===== src/rtl/fixed_point_multiplier_if.sv =====
// Operand load / start handshake and result bus
// for the Q6.4 sequential multiplier.
interface fixed_point_multiplier_if #(
  parameter int WIDTH = 10
);
  logic             ld_a;
  logic             ld_b;
  logic [WIDTH-1:0] A;
  logic [WIDTH-1:0] B;
  logic             start;
  logic [WIDTH-1:0] p;
  logic             ov;
  logic             busy;
  logic             done;

  modport master (
    output ld_a, ld_b, A, B, start,
    input  p, ov, busy, done
  );

  modport slave (
    input  ld_a, ld_b, A, B, start,
    output p, ov, busy, done
  );
endinterface


===== src/rtl/fixed_point_multiplier.sv =====
// Sequential unsigned Q6.4 shift-and-add multiplier,
// one multiplier bit per clock, truncated result.
module fixed_point_multiplier #(
  parameter int WIDTH = 10,
  parameter int FRAC  = 4
) (
  input  logic                    clk,
  input  logic                    rst,
  fixed_point_multiplier_if.slave bus
);
  localparam int CW = $clog2(WIDTH);

  typedef enum logic [1:0] {
    IDLE,
    RUN,
    DONE
  } state_t;

  state_t           state;
  state_t           state_nx;
  logic [WIDTH-1:0] local_a;
  logic [WIDTH-1:0] local_b;
  logic [WIDTH-1:0] mcand;
  logic [WIDTH:0]   acc;
  logic [WIDTH-1:0] mq;
  logic [CW-1:0]    cnt;
  logic [WIDTH-1:0] p_q;
  logic             ov_q;
  logic [WIDTH:0]   sum;
  logic [2*WIDTH:0] shifted;
  logic             last;

  assign bus.busy = (state == RUN);
  assign bus.done = (state == DONE);
  assign bus.p    = p_q;
  assign bus.ov   = ov_q;

  // One add-and-shift step; shifted[2W-1:0] is the
  // full product once the last step has run.
  always_comb begin
    sum     = acc + ({1'b0, mcand} &
                     {(WIDTH+1){mq[0]}});
    shifted = {sum, mq} >> 1;
    last    = (cnt == CW'(WIDTH-1));
  end

  // State register.
  always_ff @(posedge clk) begin
    if (rst) state <= IDLE;
    else     state <= state_nx;
  end

  // Next-state decode.
  always_comb begin
    state_nx = state;
    unique case (state)
      IDLE:    if (bus.start) state_nx = RUN;
      RUN:     if (last) state_nx = DONE;
      DONE:    state_nx = IDLE;
      default: state_nx = IDLE;
    endcase
  end

  // Operand capture, iteration datapath and
  // result registers. mcand snapshots local_a at
  // start so a load in the start cycle cannot
  // disturb the running multiply.
  always_ff @(posedge clk) begin
    if (rst) begin
      local_a <= '0;
      local_b <= '0;
      mcand   <= '0;
      acc     <= '0;
      mq      <= '0;
      cnt     <= '0;
      p_q     <= '0;
      ov_q    <= 1'b0;
    end else begin
      if (state != RUN) begin
        if (bus.ld_a) local_a <= bus.A;
        if (bus.ld_b) local_b <= bus.B;
      end
      if (state == IDLE && bus.start) begin
        acc   <= '0;
        mq    <= local_b;
        mcand <= local_a;
        cnt   <= '0;
      end
      if (state == RUN) begin
        acc <= shifted[2*WIDTH:WIDTH];
        mq  <= shifted[WIDTH-1:0];
        cnt <= cnt + CW'(1);
        if (last) begin
          p_q  <= shifted[WIDTH+FRAC-1:FRAC];
          ov_q <= |shifted[2*WIDTH-1:WIDTH+FRAC];
        end
      end
    end
  end
endmodule

===== src/flat_wrapper.sv =====
// flat-port wrapper written by rule: the top's interface ports become plain ports
module fixed_point_multiplier_flat 
#(
  parameter int WIDTH = 10,
  parameter int FRAC  = 4
)
  (clk, rst, bus_ld_a, bus_ld_b, bus_A, bus_B, bus_start, bus_p, bus_ov, bus_busy, bus_done);
  fixed_point_multiplier_if #(.WIDTH(WIDTH)) bus_i ();
  input  logic clk;
  input  logic rst;
  input wire logic [$bits(bus_i.ld_a)-1:0] bus_ld_a;
  input wire logic [$bits(bus_i.ld_b)-1:0] bus_ld_b;
  input wire logic [$bits(bus_i.A)-1:0] bus_A;
  input wire logic [$bits(bus_i.B)-1:0] bus_B;
  input wire logic [$bits(bus_i.start)-1:0] bus_start;
  output wire logic [$bits(bus_i.p)-1:0] bus_p;
  output wire logic [$bits(bus_i.ov)-1:0] bus_ov;
  output wire logic [$bits(bus_i.busy)-1:0] bus_busy;
  output wire logic [$bits(bus_i.done)-1:0] bus_done;
  assign bus_i.ld_a = bus_ld_a;
  assign bus_i.ld_b = bus_ld_b;
  assign bus_i.A = bus_A;
  assign bus_i.B = bus_B;
  assign bus_i.start = bus_start;
  assign bus_p = bus_i.p;
  assign bus_ov = bus_i.ov;
  assign bus_busy = bus_i.busy;
  assign bus_done = bus_i.done;
  fixed_point_multiplier #(.WIDTH(WIDTH), .FRAC(FRAC)) u_core (.clk(clk), .rst(rst), .bus(bus_i));
endmodule

===== config.mk =====
export PLATFORM = sky130hd
export DESIGN_NAME = fixed_point_multiplier_flat
export DESIGN_NICKNAME = d
export VERILOG_FILES = /design/src/rtl/fixed_point_multiplier_if.sv /design/src/rtl/fixed_point_multiplier.sv /design/src/flat_wrapper.sv
export SDC_FILE = /design/constraint.sdc
export NUM_CORES = 1
export LEC_CHECK = 0
export ABC_AREA = 1
export CAP_MARGIN = 20
export CORE_UTILIZATION = 45
export DETAILED_ROUTE_END_ITERATION = 10
export PLACE_DENSITY = 0.75
export RECOVER_POWER = 50
export SLEW_MARGIN = 20
export SYNTH_ARGS = -nofsm -noshare
export SYNTH_HDL_FRONTEND = slang
export SYNTH_SLANG_ARGS = --single-unit

===== constraint.sdc =====
create_clock -name clk -period 2.4 [get_ports clk]
set_input_delay 0.72 -clock clk [delete_from_list [all_inputs] [get_ports clk]]
set_output_delay 0.72 -clock clk [all_outputs]
set_load 0.01 [all_outputs]

# Yosys cells after proc, flatten, opt, wreduce, memory -nomap -nowiden
# Index checks and enable logic that the tools add are counted.
[word_totals]
output_inout_bits = 13
inputBits = 25
ff_bits = 67
elab_cells = 35
[op_classes]
n_addsub = 2
n_reduce_logical = 8
bitwise_logic = 1
muxes = 9
n_eq_ne = 6
[op_table]
columns = ["op", "count"]
rows = [
  ["$mux 10", 4],
  ["$add 10x11->11", 1],
  ["$and 10x11->11", 1],
  ["$mux 4", 2],
  ["$reduce_and 2->1", 4],
  ["$reduce_or 6->1", 1],
  ["$add 4x1->4 const B", 1],
  ["$eq 4x4->1 const B", 1],
  ["$mux 2", 2],
  ["$ne 2x1->1 const B", 2],
  ["$pmux 2 s2", 1],
  ["$eq 2x1->1 const B", 1],
  ["$eq 2x2->1 const B", 1],
  ["$logic_not 2->1", 1],
  ["$ne 2x2->1 const B", 1],
  ["$reduce_bool 2->1", 1],
  ["$logic_and 1x1->1", 1],
]

# Longest topological paths before layout
# Gate-level depths: netlist of the first run.
[depth]
ltp_word = 4
mapped_depth = 17

# Least setup slack after synthesis of the first run
# No wires, ideal clock.
[synth_path]
path_type = "reg2reg"
from = "register u_core.mq[0]"
to = "register u_core.ov_q (netlist: u_core.bus.ov)"
required_time_ns = 2.291
t_arrival_ns = 1.973
path_stages_with_launch = 17
n_path_buf = 1
setup_time_ns = 0.109
setup_slack_ns = 0.318
synth_period_minus_slack_ns = 2.082
cell_sequence = "dfxtp_1 clkbuf_1 nand2_1 inv_1 ha_1 inv_1 fa_1 inv_1 nand2_1 nand2_2 nand3_2 nand3_1 nand3_1 nor2_1 nand3_1 nand2_1 inv_1"
[synth_via]
elab_chain_cells = 3
[synth_lines]
columns = ["element", "line_no", "rtl"]
rows = [
  ["start, declared", "fixed_point_multiplier.sv:25", "logic [WIDTH-1:0] mq;"],
  ["start signal, assigned", "fixed_point_multiplier.sv:85", "mq <= local_b;"],
  ["start signal, assigned", "fixed_point_multiplier.sv:91", "mq <= shifted[WIDTH-1:0];"],
  ["$and 10x11->11", "fixed_point_multiplier.sv:41", "sum = acc + ({1'b0, mcand} &"],
  ["$add 10x11->11", "fixed_point_multiplier.sv:41", ""],
  ["$reduce_or 6->1", "fixed_point_multiplier.sv:95", "ov_q <= |shifted[2*WIDTH-1:WIDTH+FRAC];"],
  ["end signal, assigned", "fixed_point_multiplier.sv:95", ""],
  ["end, declared", "fixed_point_multiplier.sv:28", "logic ov_q;"],
]
# No other way between the ends.
# A chain may end at the register's enable or synchronous reset.

# Final worst setup path of the first run
[layout_path]
from = "register u_core.state[1]"
to = "output bus_done"
[layout_via]
elab_chain_cells = 1
[layout_lines]
columns = ["element", "line_no", "rtl"]
rows = [
  ["start, declared", "fixed_point_multiplier.sv:19", "state_t state;"],
  ["start signal, assigned", "fixed_point_multiplier.sv:50", "else state <= state_nx;"],
  ["$eq 2x2->1", "fixed_point_multiplier.sv:34", "assign bus.done = (state == DONE);"],
  ["end, declared", "flat_wrapper.sv:19", "output wire logic [$bits(bus_i.done)-1:0] bus_done;"],
]
# No other way between the ends.

==> out/metrics.csv, run 1 <==
metric;value;unit
status;completed;
post-route ant nets;0;
Netlist Area Pre-Place;3270;um^2
unrepaired setup endpoints after global routing;no;
Worst EP arrival;1.44;ns
CTS tree;done;
share of layout cells above drive strength 1;8.70;%
hold_buf cts;0;
antenna cells;0;
part of the power in registers;48.0;%
htree depth;3;
largest net degree at the start of global routing;38;
HP Class;register to register;
Cell Rows;30;
Clock Tree Root;clkbuf_8;
initial antenna violation count;0;
Global Route Usage Sum;19.0;%
DR vias/cell;4.80;
Yosys warning count;0;
WL met3;255;um
Yosys reg bits;67;
Crit Path Category;register to output port;
Net Sw Frac;24.1;%
Worst slew margin;57.1;%
Top Metal Used;met4;
cells on worst reg2reg path;8;
M1 WL;3140;um
Final Cycle Share;89.9;%
Static Leakage;0.00171;uW
DP HPWL;4910;um
internal power;1900;uW
setup TNS;0;ns
critical path fanouts, max;2;
Starting Density;47.3;%
WHS Path Cells;2;
die area;7610;um^2
library cells used by synthesis;33;
GPL Wtd Cong;0.865;
WL final;6550;um
vias in the first global route;2587;
Hold Fails Final Rpt;0;
Slew Limit Fails;0;
worst reg2reg setup slack;0.39;ns
Post-Syn Instances;450;
Clk network pwr share;40.9;%
CP Capture Type;output port;
Skew-Pair Late Insertion Delay;0.34;ns
final setup vio count;0;
number of I/O port buffers;37;
Setup Buffers After CTS;0;
CP required;1.68;ns
CTS clk-pin slew, worst paths;0.07;ns
first-pass detailed-route iteration total;4;
maximum vdd drop;395;uV
Max Buffers Root-to-Sink;2;
P&R area growth vs syn;19.6;%
top-level port count;38;
first-pass GRT wire length;11300;um
CP Launch Type;register;
DP Area;3740;um^2
post-synthesis sequential area ratio;41.0;%
clock sink count;67;
most frequent cells in the layout;nor2_1 (93), nand2_1 (82), dfxtp_1 (67), inv_1 (49), clkdlybuf4s50_1 (35);
Post-CTS Resized;0;
syn avg cell area;7.26;um^2
via count;2831;
pwr dens;642;nW/um^2
syn nets;488;
nets;527;
core area;6910;um^2
Clock Skews;0.00899;ns
Psw;603;uW
Die X;87.2;um
grt total ovfl;0;
Gate power share;11.0;%
max-cap violation count;0;
post-route cell area;3910;um^2
most common cell after layout, fill and taps aside;nor2_1;
WL met2;3050;um
# DRC;0;
WL/cell;11.1;um
Tmin final;2.16;ns
drt initial violations;93;
Die Y-Extent;87.2;um
Fmax;464;MHz
TritonCTS buffer count;9;
worst-margin pin slew;0.642;ns
## metrics by stage
| step | power (uW) | utilization, % | setup slack [ns] | hold WS (ns) | std cells |
|---|---|---|---|---|---|
| 2_1_floorplan | 1430 | - | 0.318 | 0.439 | 450 |
| 3_3_place_gp | 1510 | 54.2 | 0.293 | 0.449 | 574 |
| 3_5_place_dp | 1520 | 54.2 | 0.253 | 0.453 | 574 |
| 4_1_cts | 2540 | 57.4 | 0.237 | 0.463 | 590 |
| 5_1_grt | 2620 | 56.6 | 0.119 | 0.488 | 590 |
| 6_report | 2510 | 56.6 | 0.243 | 0.464 | 590 |
## layout make-up
| cell class | instances | area [um^2] |
|---|---|---|
| Tap cell | 96 | 120 |
| Clock buffer | 12 | 145 |
| Multi-Input combinational cell | 310 | 1580 |
| Fill cell | 690 | 3000 |
| Inverter | 55 | 209 |
| Clock inverter | 4 | 73.8 |
| Timing Repair Buffer | 46 | 444 |
| Sequential cell | 67 | 1340 |
## Yosys cell counts, drive strengths merged
cell | n | area [um^2]
o21bai | 1 | 7.51
xnor2 | 2 | 17.5
clkinv | 3 | 11.3
nand2 | 88 | 350
nand4 | 1 | 6.26
inv | 52 | 198
dfxtp | 67 | 1340
nor2 | 94 | 379
or2 | 3 | 21.3
fa | 1 | 20.0
clkbuf | 9 | 33.8
a21oi | 23 | 115
xor2 | 1 | 8.76
o21ai | 43 | 215
nand3b | 1 | 7.51
a211oi | 18 | 195
nand3 | 21 | 120
buf | 9 | 60.1
nor3 | 1 | 10.0
ha | 12 | 150
## path summary, 6_finish.rpt
path / start / endpoint
worst max register to register: u_core.state[1] / u_core.bus.p[3]
worst max-delay path: u_core.state[1] / bus_done
worst min register to register: u_core.bus.p[7] / u_core.bus.p[7]
worst min-delay path: u_core.bus.p[7] / u_core.bus.p[7]
## kinds of logic after synthesis
family,count (synthesis),synth area share (%)
fa+ha+maj,13,5.21
simple gates,209,27.4
flops,67,41.0
compound gates,85,16.3
buf+inv,73,9.26
xor+xnor,3,0.804
## metal layers
metal | vias to the layer above | global-route usage [%]
met5 | - | 0
met4 | 0 | 7.00
met3 | 9 | 3.79
met2 | 47 | 31.3
met1 | 1259 | 24.8
li1 | 1516 | -
## state kept, by name, summed over array words and instances (netlist names)
signal and cells:
u_core.state 2, u_core.cnt 4, u_core.acc 10, u_core.bus.p 10
u_core.bus.ov 1, u_core.mq 10, u_core.local_b 10, u_core.local_a 10
u_core.mcand 10
## worst max-delay path: stages (launching register included)
cell	delay, ns
dfxtp_1	0.37
inv_2	0.07
nor2_1	0.11
clkdlybuf4s50_1	0.55
## power by group through the flow
stage	registers (uW)	clock network, uW	logic (uW)
floorplan	1220	0	207
global placement	1230	0	283
detailed placement	1230	0	291
CTS	1210	1040	294
global route	1210	1090	313
finish	1210	1030	276
Note: power is estimated with default switching activity, not from simulation.
==> run 2, diff against run 1 <==
--- a/config.mk
+++ b/config.mk
@@ -5,11 +5,10 @@
 export SDC_FILE = /design/constraint.sdc
 export NUM_CORES = 1
 export LEC_CHECK = 0
-export ABC_AREA = 1
 export CAP_MARGIN = 20
 export CORE_UTILIZATION = 45
 export DETAILED_ROUTE_END_ITERATION = 10
-export PLACE_DENSITY = 0.75
+export PLACE_DENSITY = 0.76
 export RECOVER_POWER = 50
 export SLEW_MARGIN = 20
 export SYNTH_ARGS = -nofsm -noshare
==> out/metrics.csv, run 2 <==
metric;value;unit
Clk network pwr share;36.9;%
library cells used by synthesis;41;
max-cap violation count;0;
setup TNS;0;ns
core area;6420;um^2
slowest stage delay, CP;0.85;ns
first-pass GRT wire length;10900;um
DP HPWL;4500;um
CP required;2.64;ns
crit path buf inv count;2;
Post-synth EDFFs;0;
Worst EP arrival;2.49;ns
syn avg cell area;7.88;um^2
critical path fanouts, max;32;
Static Leakage;0.00139;uW
Fmax;446;MHz
dominant cell type by area after synthesis;dfxtp_1;
Yosys reg bits;67;
core occupancy in the finished layout;56.4;%
top-level port count;38;
syn nets;421;
Fillers;597;
status;finished, violations left;
DR vias/cell;5.34;
most common cell after layout, fill and taps aside;nand2_1;
unrepaired setup endpoints after global routing;no;
htree depth;3;
clock sink count;67;
largest net degree at the start of global routing;43;
HP Class;register to register;
Reg area;1350;um^2
Crit Path Category;input pin to register;
DP Area;3460;um^2
die area;7040;um^2
Die Y-Extent;83.9;um
worst-margin pin slew;1.14;ns
ys flop type;dfxtp_1;
share of layout cells above drive strength 1;7.88;%
final setup vio count;0;
post-route ant nets;0;
Async SR Flop Fraction;0;%
Hold Fails Final Rpt;0;
cells on worst reg2reg path;10;
pwr dens;613;nW/um^2
Starting Density;47.0;%
Max Buffers Root-to-Sink;2;
internal power;1670;uW
RR Endpoint;u_core.bus.ov;
worst reg2reg setup slack;0.23;ns
CTS clk-pin slew, worst paths;0.07;ns
Netlist Area Pre-Place;3020;um^2
Final Cycle Share;93.5;%
nets;454;
drt initial violations;159;
Net Sw Frac;25.0;%
CTS tree;done;
WHS Path Cells;2;
failing checks;design-rule violations;
min-delay src;u_core.mcand[7];
R2R Path Start;u_core.mq[0];
most frequent cells in the layout;nand2_1 (111), dfxtp_1 (66), a21oi_1 (56), clkdlybuf4s50_1 (36), nor2_1 (29);
# DRC;3;
Psw;554;uW
Yosys top cell area share;44.5;%
initial antenna violation count;0;
Skew-Pair Late Insertion Delay;0.34;ns
WL/cell;12.8;um
CP Launch Type;input pin;
Area contributors post-synth;dfxtp_1 (44%), nand2_1 (14%), a21oi_1 (9.3%);
Clock Tree Root;clkbuf_8;
TritonCTS buffer count;9;
top-count cell post-synth;nand2_1;
Setup Buffers After CTS;0;
first-pass detailed-route iteration total;7;
top cells by count, synth;nand2_1 (111), dfxtp_1 (67), a21oi_1 (56);
Tmin final;2.24;ns
Design Power;2220;uW
GPL Wtd Cong;0.952;
grt total ovfl;0;
CP dominant cell by count;nand2_1;
Global Route Usage Sum;19.3;%
maximum vdd drop;366;uV
P&R area growth vs syn;20.0;%
vias in the first global route;2465;
Hold Path Sink;u_core.mcand[7];
Die X;83.9;um
Post-Syn Instances;383;
CP Capture Type;register;
post-synthesis sequential area ratio;44.5;%
via count;2649;
Cell Rows;29;
antenna cells;0;
part of the power in registers;53.5;%
Gate power share;9.6;%
crit-path leading delay family;buffers and inverters;
area of the multi-input gates;1560;um^2
Slew Limit Fails;0;
WL final;6340;um
Worst slew margin;23.6;%
Yosys warning count;0;
Crit-path slowest cell;dlymetal6s2s_1;
worst-path cell chain;clkdlybuf4s50_1 -> nand2_1 -> dlymetal6s2s_1 -> nand2_1 -> a311oi_1;
post-route cell area;3620;um^2
Clock Skews;0.0106;ns
number of I/O port buffers;37;
run 2: layout make-up:
| class | instances | share of cell area [%] |
|---|---|---|
| multi-input combinational | 287 | 43.0 |
| sequential | 67 | 37.2 |
| timing repair buffer | 45 | 11.9 |
| clock buffer | 12 | 4.29 |
| tap | 77 | 2.66 |
| inverter | 6 | 0.622 |
| clock inverter | 2 | 0.346 |
run 2: layer usage:
layer  up-vias  wire (um)  GRT usage (%)
met5         -          0              0
met4         0        138           9.40
met3        14        272           4.85
met2        70       2930           30.8
met1      1211       3000           24.3
li1       1354          -              -
run 2: power by group through the flow:
stage / sequential, uW / combinational, uW / clock, uW
detailed placement: 1210 / 217 / 0
global route: 1190 / 239 / 893
floorplan: 1200 / 142 / 0
finish: 1190 / 214 / 820
global placement: 1210 / 212 / 0
CTS: 1190 / 218 / 841
run 2: worst register-to-register path, cell delays in order, from the launching register on:
cell and delay, ns:
dfxtp_4 0.38, and2_1 0.13, ha_1 0.20, inv_1 0.07
fa_1 0.43, nor2b_4 0.15, o2111ai_2 0.14, nand3b_2 0.12
xor2_1 0.09, nor4_2 0.26, a21oi_1 0.09
run 2: what timing repair did:
item | 4_1_cts | 5_1_grt
hold buffers | 0 | 0
gates resized for setup | 0 | 2
endpoints found under the setup margin | 0 | 3
run 2: worst max path at each step:
stage / from / endpoint / slack, ns / depth (start not counted)
global route: bus_start / u_core.mq[3] / 0.02 / 5
CTS: u_core.mq[0] / u_core.bus.ov / 0.13 / 10
global placement: u_core.mq[0] / u_core.bus.ov / 0.20 / 10
finish: bus_start / u_core.mq[2] / 0.16 / 5
detailed placement: u_core.mq[0] / u_core.bus.ov / 0.13 / 10
floorplan: u_core.mq[0] / u_core.bus.ov / 0.19 / 11
run 2: cells by family after synthesis:
logic type	after synthesis	share of synthesized area (%)
xor+xnor	7	2.03
fa+ha+maj	13	5.64
simple gates	184	26.6
compound gates	83	17.4
buf+inv	29	3.90
flops	67	44.5
run 2: stage by stage:
stage          worst slack (ns)  instances  hold WS, ns
4_1_cts                   0.127        496        0.454
3_5_place_dp              0.134        482        0.445
6_report                  0.155        496        0.453
5_1_grt                  0.0211        496        0.467
2_1_floorplan             0.190        383        0.432
3_3_place_gp              0.201        482        0.439
==> run 3, diff against run 2 <==
--- a/config.mk
+++ b/config.mk
@@ -6,9 +6,10 @@
 export NUM_CORES = 1
 export LEC_CHECK = 0
 export CAP_MARGIN = 20
-export CORE_UTILIZATION = 45
+export CORE_MARGIN = 4
+export CORE_UTILIZATION = 55
 export DETAILED_ROUTE_END_ITERATION = 10
-export PLACE_DENSITY = 0.76
+export PLACE_DENSITY = 0.88
 export RECOVER_POWER = 50
 export SLEW_MARGIN = 20
 export SYNTH_ARGS = -nofsm -noshare
==> out/metrics.csv, run 3 (synthesized netlist as in run 2, its figures left out) <==
metric;value;unit
Skew-Pair Late Insertion Delay;0.34;ns
Clock Skews;0.00672;ns
CTS tree;done;
grt total ovfl;0;
drt initial violations;306;
CP required;2.62;ns
DP HPWL;4700;um
max-cap violation count;0;
GPL Wtd Cong;0.953;
antenna cells;0;
Post-CTS Resized;0;
CP Capture Type;register;
Worst EP arrival;2.38;ns
GR Util met3;5.37;%
unrepaired setup endpoints after global routing;no;
Hold Fails Final Rpt;0;
# DRC;0;
Worst slew margin;45.9;%
most frequent cells in the layout;nand2_1 (111), dfxtp_1 (67), a21oi_1 (56), clkdlybuf4s50_1 (35), nor2_1 (29);
post-route ant nets;0;
vias in the first global route;2522;
most common cell after layout, fill and taps aside;nand2_1;
maximum vdd drop;384;uV
WL/cell;14.0;um
hold_buf cts;0;
critical path fanouts, max;2;
most used routing layer in global routing;met2;
final setup vio count;0;
Design Power;2310;uW
first-pass GRT wire length;11500;um
DP Area;3470;um^2
Max Buffers Root-to-Sink;2;
Fmax;464;MHz
P&R area growth vs syn;20.5;%
Global Route Usage Sum;22.2;%
first-pass detailed-route iteration total;4;
met1 GRT Util;28.8;%
Cell Rows;26;
number of I/O port buffers;37;
met2 Track Usage GR;35.1;%
DR vias/cell;5.55;
Setup Buffers After CTS;0;
clock sink count;67;
Fillers;392;
worst-margin pin slew;0.811;ns
TritonCTS buffer count;9;
top-level port count;38;
share of layout cells above drive strength 1;8.29;%
setup TNS;0;ns
Clock Tree Root;clkbuf_8;
CTS clk-pin slew, worst paths;0.07;ns
Die Y-Extent;82.1;um
largest net degree at the start of global routing;43;
die area;6730;um^2
Tmin final;2.16;ns
Static Leakage;0.00140;uW
htree depth;3;
Crit Path Category;register to register;
Final Cycle Share;89.8;%
initial antenna violation count;0;
post-route cell area;3630;um^2
HP Class;register to register;
WL final;6870;um
core area;5200;um^2
nets;455;
Starting Density;58.0;%
pwr dens;635;nW/um^2
CP Launch Type;register;
via count;2731;
Slew Limit Fails;0;
status;completed;
Die X;82.1;um
[run 3: final cells by class]
type | instances | area, um^2 | share of cell area, %
repair buffers | 46 | 440 | 12.1
clock inverters | 5 | 53.8 | 1.48
multi-input cells | 287 | 1560 | 42.9
clock buffers | 11 | 131 | 3.61
flip-flops and latches | 67 | 1340 | 36.9
well taps | 70 | 87.6 | 2.41
inverters | 6 | 22.5 | 0.620
[run 3: metrics by stage]
step | setup WS (ns) | utilization [%] | instances | hold WS (ns)
after floorplan | 0.190 | - | 383 | 0.432
after detailed placement | 0.269 | 66.6 | 476 | 0.449
after CTS | 0.238 | 70.2 | 492 | 0.459
after global routing | 0.122 | 69.8 | 492 | 0.476
final | 0.244 | 69.8 | 492 | 0.458
after global placement | 0.312 | 66.6 | 476 | 0.440
[run 3: worst paths after layout]
check                    startpoint           endpoint  slack (ns)  cells past startpoint
setup reg to reg       u_core.mq[0]      u_core.bus.ov        0.24                     10
setup / recovery       u_core.mq[0]      u_core.bus.ov        0.24                     10
hold reg to reg   u_core.local_b[4]  u_core.local_b[4]        0.46                      2
hold / removal    u_core.local_b[4]  u_core.local_b[4]        0.46                      2
[run 3: worst max-delay path: stages (launching register included)]
cell       delay, ns
dfxtp_1         0.33
and2_1          0.13
ha_1            0.21
inv_1           0.07
fa_1            0.44
nor2b_4         0.15
o2111ai_2       0.15
nand3b_2        0.13
xor2_1          0.09
nor4_2          0.25
a21oi_1         0.09
[run 3: power by group]
part / leakage [uW] / internal (uW) / switching (uW)
clock: 0.0000971 / 477 / 425
sequential: 0.000546 / 1160 / 28.5
combinational: 0.000761 / 90.9 / 129
total: 0.00140 / 1730 / 583
[run 3: metal layers]
layer / up-vias / wire length, um
li1: 1360 / -
met1: 1256 / 2990
met3: 14 / 482
met5: - / 0
met4: 0 / 102
met2: 101 / 3290
